==> src/rtl/xspi_sb_pkg.sv <==
// Shared definitions for the xSPI 8S link scoreboard: verdict codes, default
// opcodes and the transaction FSM encoding.
package xspi_sb_pkg;

    typedef enum logic [2:0] {
        CODE_OK              = 3'd0,
        CODE_DATA_MISMATCH   = 3'd1,
        CODE_ADDR_MISS       = 3'd2,
        CODE_CRC_RETRY       = 3'd3,
        CODE_RETRY_EXHAUSTED = 3'd4,
        CODE_OVERRUN         = 3'd5,
        CODE_UNKNOWN_CMD     = 3'd6
    } chk_code_e;

    typedef enum logic [1:0] {
        ST_IDLE   = 2'd0,
        ST_LOOKUP = 2'd1,
        ST_RESP   = 2'd2
    } sb_state_e;

    localparam logic [7:0] CMD_WR_DEF = 8'hA5;
    localparam logic [7:0] CMD_RD_DEF = 8'hFF;

endpackage

==> src/rtl/xspi_sb_shadow_table.sv <==
// Associative shadow table: parallel address lookup, lowest-free allocation and
// round-robin replacement once every entry is valid.
module xspi_sb_shadow_table #(
    parameter int unsigned DATA_W = 64,
    parameter int unsigned ADDR_W = 48,
    parameter int unsigned DEPTH  = 8
) (
    input  logic              clk,
    input  logic              rst_n,
    input  logic [ADDR_W-1:0] lk_addr,
    input  logic              wr_en,
    input  logic [DATA_W-1:0] wr_data,
    output logic              hit,
    output logic [DATA_W-1:0] hit_data,
    output logic              full
);

    localparam int unsigned IDX_W = $clog2(DEPTH);

    logic [DEPTH-1:0]  valid_r;
    logic [ADDR_W-1:0] addr_r [DEPTH];
    logic [DATA_W-1:0] data_r [DEPTH];
    logic [IDX_W-1:0]  ptr_r;

    logic              hit_s;
    logic [IDX_W-1:0]  hit_idx_s;
    logic              free_any_s;
    logic [IDX_W-1:0]  free_idx_s;
    logic [IDX_W-1:0]  wr_idx_s;
    logic              evict_s;

    // Compare every valid entry against the lookup address at once.
    always_comb begin
        hit_s     = 1'b0;
        hit_idx_s = '0;
        for (int i = 0; i < int'(DEPTH); i++) begin
            if (valid_r[i] && (addr_r[i] == lk_addr) && !hit_s) begin
                hit_s     = 1'b1;
                hit_idx_s = IDX_W'(i);
            end else begin
                hit_s     = hit_s;
            end
        end
    end

    // Priority encoder: scanning downwards leaves the lowest free index.
    always_comb begin
        free_idx_s = '0;
        for (int i = int'(DEPTH) - 1; i >= 0; i--) begin
            if (!valid_r[i]) begin
                free_idx_s = IDX_W'(i);
            end else begin
                free_idx_s = free_idx_s;
            end
        end
    end

    assign free_any_s = ~(&valid_r);
    assign evict_s    = wr_en && !hit_s && !free_any_s;

    // Write target: existing entry, else a free slot, else the victim pointer.
    always_comb begin
        if (hit_s) begin
            wr_idx_s = hit_idx_s;
        end else if (free_any_s) begin
            wr_idx_s = free_idx_s;
        end else begin
            wr_idx_s = ptr_r;
        end
    end

    // Valid bits and replacement pointer; the pointer wraps as DEPTH is a power of two.
    always_ff @(posedge clk) begin
        if (!rst_n) begin
            valid_r <= '0;
            ptr_r   <= '0;
        end else begin
            if (wr_en) begin
                valid_r[wr_idx_s] <= 1'b1;
            end
            if (evict_s) begin
                ptr_r <= ptr_r + IDX_W'(1);
            end
        end
    end

    // Payload storage is qualified by the valid bits and needs no reset.
    always_ff @(posedge clk) begin
        if (wr_en) begin
            addr_r[wr_idx_s] <= lk_addr;
            data_r[wr_idx_s] <= wr_data;
        end
    end

    assign hit      = hit_s;
    assign hit_data = data_r[hit_idx_s];
    assign full     = ~free_any_s;

endmodule

==> src/rtl/xspi_scoreboard.sv <==
// Synthesizable scoreboard for the xSPI 8S CRC/retransmission link.
// Define XSPI_SB_MISMATCH_MASK_EN to add the per-byte mismatch_mask output.
module xspi_scoreboard
    import xspi_sb_pkg::*;
#(
    parameter int unsigned DATA_W    = 64,
    parameter int unsigned ADDR_W    = 48,
    parameter int unsigned DEPTH     = 8,
    parameter int unsigned CNT_W     = 16,
    parameter logic [7:0]  CMD_WR    = CMD_WR_DEF,
    parameter logic [7:0]  CMD_RD    = CMD_RD_DEF,
    parameter int unsigned MAX_RETRY = 3
) (
    input  logic              clk,
    input  logic              rst_n,
    input  logic              clear,
    input  logic              done,
    input  logic [7:0]        command,
    input  logic [ADDR_W-1:0] address,
    input  logic [DATA_W-1:0] wr_data,
    input  logic [DATA_W-1:0] rd_data,
    input  logic              crc_ca_error_slave,
    input  logic              crc_data_error_slave,
    input  logic              crc_data_error_master,
    output logic              chk_valid,
    output logic              chk_pass,
    output logic [2:0]        chk_code,
    output logic [CNT_W-1:0]  pass_cnt,
    output logic [CNT_W-1:0]  fail_cnt,
    output logic [CNT_W-1:0]  crc_err_cnt,
    output logic [CNT_W-1:0]  recovered_cnt,
    output logic              table_full,
    output logic              sticky_fail
`ifdef XSPI_SB_MISMATCH_MASK_EN
    ,
    output logic [DATA_W/8-1:0] mismatch_mask
`endif
);

    localparam int unsigned RUN_W = $clog2(MAX_RETRY + 2);

    function automatic logic [CNT_W-1:0] sat_inc(input logic [CNT_W-1:0] v);
        if (&v) begin
            return v;
        end else begin
            return v + CNT_W'(1);
        end
    endfunction

    sb_state_e         state_r, state_nxt_s;
    logic              capture_s, lookup_s, resp_s;
    logic [7:0]        cmd_r;
    logic [ADDR_W-1:0] addr_r;
    logic [DATA_W-1:0] data_r;
    logic              err_ca_r, err_ds_r, err_dm_r;
    logic              ovr_pend_r, ovr_issue_s;
    logic [RUN_W-1:0]  run_r, run_nxt_s, run_new_s;
    logic [ADDR_W-1:0] raddr_r, raddr_nxt_s;
    logic              hit_s, full_s, tbl_wr_s;
    logic [DATA_W-1:0] hit_data_s;
    chk_code_e         v_code_s;
    logic              v_pass_s, v_fail_s, v_crc_s, v_rec_s;
    logic              is_wr_s, is_rd_s, err_s, same_s;
    logic              pass_ev_s, fail_ev_s, crc_ev_s, rec_ev_s;

    // FSM state register.
    always_ff @(posedge clk) begin
        if (!rst_n) begin
            state_r <= ST_IDLE;
        end else begin
            state_r <= state_nxt_s;
        end
    end

    // FSM next-state logic.
    always_comb begin
        case (state_r)
            ST_IDLE:   state_nxt_s = done ? ST_LOOKUP : ST_IDLE;
            ST_LOOKUP: state_nxt_s = ST_RESP;
            ST_RESP:   state_nxt_s = ST_IDLE;
            default:   state_nxt_s = ST_IDLE;
        endcase
    end

    // FSM output decode.
    always_comb begin
        capture_s = (state_r == ST_IDLE) && done;
        lookup_s  = (state_r == ST_LOOKUP);
        resp_s    = (state_r == ST_RESP);
    end

    // Capture the completed transaction; the data source follows the opcode.
    always_ff @(posedge clk) begin
        if (!rst_n) begin
            cmd_r    <= 8'h00;
            addr_r   <= '0;
            data_r   <= '0;
            err_ca_r <= 1'b0;
            err_ds_r <= 1'b0;
            err_dm_r <= 1'b0;
        end else if (capture_s) begin
            cmd_r    <= command;
            addr_r   <= address;
            data_r   <= (command == CMD_RD) ? rd_data : wr_data;
            err_ca_r <= crc_ca_error_slave;
            err_ds_r <= crc_data_error_slave;
            err_dm_r <= crc_data_error_master;
        end else begin
            cmd_r    <= cmd_r;
        end
    end

    xspi_sb_shadow_table #(
        .DATA_W (DATA_W),
        .ADDR_W (ADDR_W),
        .DEPTH  (DEPTH)
    ) u_table (
        .clk      (clk),
        .rst_n    (rst_n),
        .lk_addr  (addr_r),
        .wr_en    (tbl_wr_s),
        .wr_data  (data_r),
        .hit      (hit_s),
        .hit_data (hit_data_s),
        .full     (full_s)
    );

    assign is_wr_s   = (cmd_r == CMD_WR);
    assign is_rd_s   = (cmd_r == CMD_RD);
    assign err_s     = is_wr_s ? (err_ca_r | err_ds_r) : (err_ca_r | err_dm_r);
    assign same_s    = (addr_r == raddr_r);
    assign run_new_s = same_s ? (run_r + RUN_W'(1)) : RUN_W'(1);

    // Verdict and retry bookkeeping for the captured transaction.
    always_comb begin
        v_code_s    = CODE_OK;
        v_pass_s    = 1'b0;
        v_fail_s    = 1'b0;
        v_crc_s     = 1'b0;
        v_rec_s     = 1'b0;
        run_nxt_s   = run_r;
        raddr_nxt_s = raddr_r;
        tbl_wr_s    = 1'b0;
        if (!is_wr_s && !is_rd_s) begin
            v_code_s = CODE_UNKNOWN_CMD;
            v_fail_s = 1'b1;
        end else if (err_s) begin
            v_crc_s     = 1'b1;
            raddr_nxt_s = addr_r;
            if (run_new_s > RUN_W'(MAX_RETRY)) begin
                v_code_s  = CODE_RETRY_EXHAUSTED;
                v_fail_s  = 1'b1;
                run_nxt_s = '0;
            end else begin
                v_code_s  = CODE_CRC_RETRY;
                run_nxt_s = run_new_s;
            end
        end else begin
            if ((run_r != '0) && same_s) begin
                v_rec_s   = 1'b1;
                run_nxt_s = '0;
            end else begin
                run_nxt_s = run_r;
            end
            if (is_wr_s) begin
                tbl_wr_s = lookup_s;
                v_pass_s = 1'b1;
            end else if (!hit_s) begin
                v_code_s = CODE_ADDR_MISS;
                v_fail_s = 1'b1;
            end else if (hit_data_s == data_r) begin
                v_pass_s = 1'b1;
            end else begin
                v_code_s = CODE_DATA_MISMATCH;
                v_fail_s = 1'b1;
            end
        end
    end

    // A dropped done is reported once, in the cycle after RESP.
    assign ovr_issue_s = resp_s && (ovr_pend_r || done);
    assign pass_ev_s   = lookup_s && v_pass_s;
    assign fail_ev_s   = (lookup_s && v_fail_s) || ovr_issue_s;
    assign crc_ev_s    = lookup_s && v_crc_s;
    assign rec_ev_s    = lookup_s && v_rec_s;

    // Overrun pending flag; later overruns merge into the queued one.
    always_ff @(posedge clk) begin
        if (!rst_n) begin
            ovr_pend_r <= 1'b0;
        end else if (lookup_s && done) begin
            ovr_pend_r <= 1'b1;
        end else if (ovr_issue_s) begin
            ovr_pend_r <= 1'b0;
        end else begin
            ovr_pend_r <= ovr_pend_r;
        end
    end

    // Retry run tracking.
    always_ff @(posedge clk) begin
        if (!rst_n) begin
            run_r   <= '0;
            raddr_r <= '0;
        end else if (lookup_s) begin
            run_r   <= run_nxt_s;
            raddr_r <= raddr_nxt_s;
        end else begin
            run_r   <= run_r;
        end
    end

    // Verdict strobe: transaction verdict on entry to RESP, overrun one cycle later.
    always_ff @(posedge clk) begin
        if (!rst_n) begin
            chk_valid <= 1'b0;
            chk_pass  <= 1'b0;
            chk_code  <= 3'd0;
        end else if (lookup_s) begin
            chk_valid <= 1'b1;
            chk_pass  <= v_pass_s;
            chk_code  <= v_code_s;
        end else if (ovr_issue_s) begin
            chk_valid <= 1'b1;
            chk_pass  <= 1'b0;
            chk_code  <= CODE_OVERRUN;
        end else begin
            chk_valid <= 1'b0;
            chk_pass  <= 1'b0;
            chk_code  <= 3'd0;
        end
    end

    // Saturating statistics and sticky flag; clear overrides a same-cycle event.
    always_ff @(posedge clk) begin
        if (!rst_n || clear) begin
            pass_cnt      <= '0;
            fail_cnt      <= '0;
            crc_err_cnt   <= '0;
            recovered_cnt <= '0;
            sticky_fail   <= 1'b0;
        end else begin
            if (pass_ev_s) pass_cnt <= sat_inc(pass_cnt);
            if (fail_ev_s) fail_cnt <= sat_inc(fail_cnt);
            if (crc_ev_s)  crc_err_cnt <= sat_inc(crc_err_cnt);
            if (rec_ev_s)  recovered_cnt <= sat_inc(recovered_cnt);
            if (fail_ev_s) sticky_fail <= 1'b1;
        end
    end

    assign table_full = full_s;

`ifdef XSPI_SB_MISMATCH_MASK_EN
    localparam int unsigned BYTES = DATA_W / 8;
    logic [BYTES-1:0] mask_s;

    // Byte-wise difference between returned and stored data.
    always_comb begin
        mask_s = '0;
        for (int b = 0; b < int'(BYTES); b++) begin
            mask_s[b] = |(hit_data_s[8*b +: 8] ^ data_r[8*b +: 8]);
        end
    end

    // The mask is only meaningful alongside a DATA_MISMATCH verdict.
    always_ff @(posedge clk) begin
        if (!rst_n) begin
            mismatch_mask <= '0;
        end else if (lookup_s && (v_code_s == CODE_DATA_MISMATCH)) begin
            mismatch_mask <= mask_s;
        end else begin
            mismatch_mask <= '0;
        end
    end
`endif

endmodule

==> config.mk <==
export PLATFORM = sky130hd
export DESIGN_NAME = xspi_scoreboard
export DESIGN_NICKNAME = d
export VERILOG_FILES = /design/src/rtl/xspi_sb_pkg.sv /design/src/rtl/xspi_sb_shadow_table.sv /design/src/rtl/xspi_scoreboard.sv
export SDC_FILE = /design/constraint.sdc
export NUM_CORES = 2
export LEC_CHECK = 0
export BUFFER_PORTS_ARGS = -buffer_cell sky130_fd_sc_hd__buf_2
export CAP_MARGIN = 40
export CORE_UTILIZATION = 48
export DETAILED_ROUTE_END_ITERATION = 8
export PLACE_DENSITY = 0.73
export SLEW_MARGIN = 15
export SYNTH_ARGS = -nofsm -noshare
export SYNTH_HDL_FRONTEND = slang
export SYNTH_SLANG_ARGS = --single-unit
==> constraint.sdc <==
create_clock -name clk -period 14.66 [get_ports clk]
set_input_delay 2.932 -clock clk [delete_from_list [all_inputs] [get_ports clk]]
set_output_delay 2.932 -clock clk [all_outputs]
set_load 0.02 [all_outputs]
==> impl.org <==
** Critical path
- In this design, the stage delay of the slowest critical-path cell is 0.84 ns.
- R2r startpoint :: addr_r[17]
- Across all register-to-register paths, the minimum setup slack is 6.91 ns.
- Worst Path Max Fanout :: 30
- Kind of cell adding the most delay to the critical path :: simple AND/OR/NAND/NOR gates
- The largest individual stage delay along the critical path comes from the cell xnor2_1.
- CP bufs+invs :: 4
- Critical Setup Path Class :: register to register
- STA classifies the critical path endpoint as a register.
- Counting cells, the worst reg-to-reg path comes to 20.
- CP Data Required Time :: 15.24 ns
- Kind of start point of the critical path :: register
- End of the worst register-to-register path :: fail_cnt[1]
- At the worst endpoint, the arrival time is approximately 8.3 ns.
- Worst-path cell chain :: buf_4, xnor2_1, nand3_1, nor4_4, nand2_1, or4_1, a41oi_4, buf_4, inv_2, and3_1, or4_1, and4b_1, a31oi_1, or4_4, nor4_4, nand4b_1, nand3b_1, buf_8, mux2i_1, nor2_1

** Yosys
- The number of nets handed over by synthesis was about 4,200.
- After synthesis the netlist holds a flip-flop and latch count of 1,154.
- Count of flip-flops with a built-in enable after synthesis :: 896
- Synth Instances :: 3,960
- Register area share after synthesis :: between 60% and 70%
- The synthesized netlist contains 89 unique library cells.
- Each instance of the synthesized netlist takes up on average approximately 13 um2.
- Number of synthesis warnings :: 0
- Post-synthesis instance area :: around 50,000 um2
- Most frequently used flop master after synthesis :: edfxtp_1
- FFs w/ async S/R, synth :: 0%

** Clock network
- The root buffer cell chosen for the clock tree is clkbuf_16.
- TritonCTS built the clock tree.
- Number of hold buffers added after cts :: 0
- Number of H-tree branching levels :: 3
- Clock-pin transition on the worst setup and hold timing paths :: 0.06 ns
- PostCTS Resize Cnt :: 0
- Buffers from clock root to sink, at most :: 3
- The tree built by TritonCTS fans out to 1,154 sinks.
- TritonCTS created 116 clock buffers.
- The number of setup buffers added after CTS is 0.
- Clock latency of the later-clocked register in the worst-skew pair :: 0.72 ns

** Finish
- Cell Count, Final, Fillers Out :: 5,748
- Of the cells placed in the final design, the portion with a size suffix greater than 1 is 14.3%.
- Final-stage net count :: 4,464
- Signed area change from the synthesized netlist to the final layout :: 14.8%
- Once layout is complete, the utilization of the core stands at 55.8%.

** Power
- In this run the power density over the cells is 121 nW/um2.
- The internal power of the cells totals 5410 uW.
- Of the total power, combinational logic draws 5.4%.
- Switching Power :: between 1500 and 2000 uW
- The share of total power dissipated in the clock network is between 40% and 50%.
- Across the VDD grid, the largest voltage drop is about 0.094 mV.
- Portion of total power attributed to sequential cells :: 51.7%
- Leakage power figure :: 0.0198 uW
- In this run switching power makes up 22.6% of total power.

** Global route
- Gr usage total :: 28.3%
- Initial antenna violation count :: 2
- The first global-routing pass estimated 222 mm of wire.
- The via count of the first global-routing pass was about 32,000.
- For this run the aggregate overflow at the end of global routing stands at 0.
- Pin count of the biggest net entering global routing :: 114

** Hold path
- Worst hold start :: sticky_fail
- In this run the worst hold path is classified as register to register.
- Worst hold path cell count :: 2
- Worst hold path endpoint :: sticky_fail

** Timing
- Final setup violating endpoints :: 0
- Hold violation count in the final report :: 0
- Slew at the pin closest to its max-slew limit :: 0.975 ns
- Setup repair after global routing left no endpoint under its margin.
- Worst slew margin relative to its limit :: 34.5%
- Clock skew :: approximately 0.033 ns
- Setup TNS after final layout :: 0 ns
- Fmax :: about 0.13 GHz
- Fin crit share :: 52.9%
- Final-report max-slew violation count :: 0
- Hold timing on the final database bottoms out at a slack of 0.457 ns.
- Post-route minimum period :: 7.75 ns

** Status
- The flow ran to the end, and the final reports show no timing, DRC or antenna violations.

** Floorplanning
- The core region is about 100,000 um2.
- DIE AREA :: 106,000 um2
- Die extent in x :: 326 um
- Row cnt :: 118
- For this configuration, the core starts out at a cell density of around 49%.
- The floorplan step set the die height to 326 um.
- roughly 260 I/O pins were placed.

** Route
- For this block, the routed nets add up to 153 mm of wire.
- The routed layout has about 35,000 vias.
- Dividing the detail-routed wire length by the instance count gives approximately 27 um.
- In this run, the number of DRC markers left after iteration 0 of detailed routing was 4,220.
- Once detail routing completed, the nets flagged for antenna violations numbered 0.
- The pre-antenna-repair detailed-routing pass consisted of 6 iterations.
- In the routed design, unresolved DRC markers number 0.
- After detailed routing, the number of vias per cell comes to 6.01.

** Place
- Detailed placement ended at an HPWL of 103 mm.
- Input and output buffers added on the ports amount to 261.
- Routability-driven placement finished with a final weighted congestion of 0.999.
- In this run, placement finished with an instance count of 5,517.

** Flow run
- Maxcap violations :: 0
-- layout make-up --
class / instances / area, um2
Antenna cell: 1 / 2.50
Clock buffer: 169 / 3430
Clock inverter: 50 / 447
Fill cell: 8450 / 45900
Inverter: 40 / 150
Multi-Input combinational cell: 2558 / 17500
Sequential cell: 1154 / 32100
Tap cell: 1380 / 1730
Timing Repair Buffer: 396 / 2610
-- worst max path at each step --
| stage | start | slack, ns | endpoint | cells past startpoint |
|---|---|---|---|---|
| after floorplan | addr_r[34] | 2.83 | u_table.addr_r[0][0] | 14 |
| after global placement | addr_r[33] | 6.56 | fail_cnt[1] | 19 |
| after detailed placement | addr_r[17] | 7.30 | fail_cnt[1] | 20 |
| after CTS | addr_r[17] | 7.21 | fail_cnt[1] | 20 |
| after global routing | addr_r[33] | 6.82 | fail_cnt[1] | 20 |
| final | addr_r[17] | 6.91 | fail_cnt[1] | 20 |
-- layout by cell type, fill, tap and decap left out, types with 9 or more instances in the layout --
master     count
o31ai_1       10
nor2b_1       29
or3_1         21
buf_16        10
a31oi_1       23
clkinv_1      14
mux2i_1      210
xnor2_1      273
o211ai_1      17
xor2_1       226
nor2_1       110
nor3_1        57
nor4b_1        9
nand4_1      123
and4_1        12
a21boi_0     134
nand2b_1      86
dfxtp_1      258
clkbuf_8      18
a211oi_1      24
edfxtp_1     896
nor4_1       115
and3_1        32
inv_1         39
nand4b_1      13
o2111ai_1     14
clkbuf_16    123
o221ai_1      30
o21ai_0       80
buf_4        103
clkbuf_1      28
o21a_1        15
nand3_1      101
nand2_1      469
a21oi_1       77
o211a_1       64
buf_2        266
or4_1         23
and2_1        15
clkinv_2      22
-- state kept, by name, summed over array words and instances (netlist names), 2 cells and up --
| signal | cells |
|---|---|
| addr_r | 48 |
| chk_code | 3 |
| cmd_r | 8 |
| crc_err_cnt | 16 |
| data_r | 64 |
| fail_cnt | 16 |
| pass_cnt | 16 |
| raddr_r | 48 |
| recovered_cnt | 16 |
| run_r | 3 |
| state_r | 2 |
| u_table.addr_r | 384 |
| u_table.data_r | 512 |
| u_table.ptr_r | 3 |
| u_table.valid_r | 8 |
-- metal layers --
| metal | up-vias | share of wire [%] | global-route usage (%) |
|---|---|---|---|
| met1 | 17200 | 42 | 40.7 |
| li1 | 15400 | - | - |
| met3 | 233 | 11 | 7.54 |
| met2 | 1790 | 44 | 41.8 |
| met5 | - | 0 | 0 |
| met4 | 0 | 2.6 | 8.15 |
-- synth_stat cells, types with 4 or more instances --
library cell	instances	area (um2)
nor4b_1	9	78.8
a311oi_1	4	35.0
a211oi_1	24	180
buf_1	12	45.0
a21oi_1	77	385
o311ai_0	5	43.8
a32o_1	4	40.0
o211ai_1	17	128
dfxtp_1	258	5160
and4_1	12	105
buf_2	70	350
nand3_1	101	505
mux2_2	6	67.6
xor2_1	226	1980
nor2b_1	30	188
o2111ai_1	14	123
a31oi_1	24	150
o211a_1	64	641
o21ai_0	81	405
nor2_1	116	435
inv_1	39	146
edfxtp_1	896	26900
a21boi_0	134	1010
o221ai_1	30	263
or2_2	7	43.8
ha_1	7	87.6
o31ai_1	11	82.6
nor3_1	61	305
or4_1	23	173
o21a_1	15	113
a21o_1	4	30.0
nand2_1	470	1760
mux2i_1	210	2100
nor4_1	116	726
nand4_1	123	769
nand4b_1	13	114
buf_4	6	45.0
o22ai_1	9	56.3
clkbuf_1	119	447
and3_1	32	200
xnor2_1	273	2390
nand2b_1	87	544
a211o_1	5	43.8
and2_1	16	100
or3_1	21	131
-- tightest hold or removal path, delay by kind of cell (launching register included) --
| family | cells | cell delay, ns |
|---|---|---|
| AOI/OAI and AO/OA | 1 | 0.05 |
| buffers and inverters | 1 | 0.05 |
| DFF | 1 | 0.32 |
-- per-stage QoR --
step | total power, uW | setup slack (ns) | instance area, um2
2_1_floorplan | 3870 | 2.83 | 50400
3_3_place_gp | 4040 | 6.56 | 53500
3_5_place_dp | 4050 | 7.30 | 53900
4_1_cts | 7010 | 7.21 | 57700
5_1_grt | 7170 | 6.82 | 57900
6_report | 6990 | 6.91 | 57900
-- power groups by stage --
stage               Clock, uW  Combinational (uW)  Sequential (uW)
floorplan                   0                 192             3680
global placement            0                 357             3690
detailed placement          0                 363             3690
CTS                      3030                 365             3620
global route             3150                 395             3620
finish                   3000                 375             3620
-- cell families (layout without fill, tap and decap cells) --
| logic type | after synthesis | in the layout | share of synthesized area (%) |
|---|---|---|---|
| compound gates | 572 | 572 | 8.38 |
| xor+xnor | 499 | 499 | 8.67 |
| fa+ha+maj | 7 | 7 | 0.174 |
| buf+inv | 248 | 655 | 2.08 |
| flops | 1154 | 1154 | 63.6 |
| mux | 216 | 216 | 4.30 |
| other cells | 0 | 1 | 0 |
| simple gates | 1264 | 1264 | 12.8 |
No activity file was read; power rests on OpenSTA's default activity.
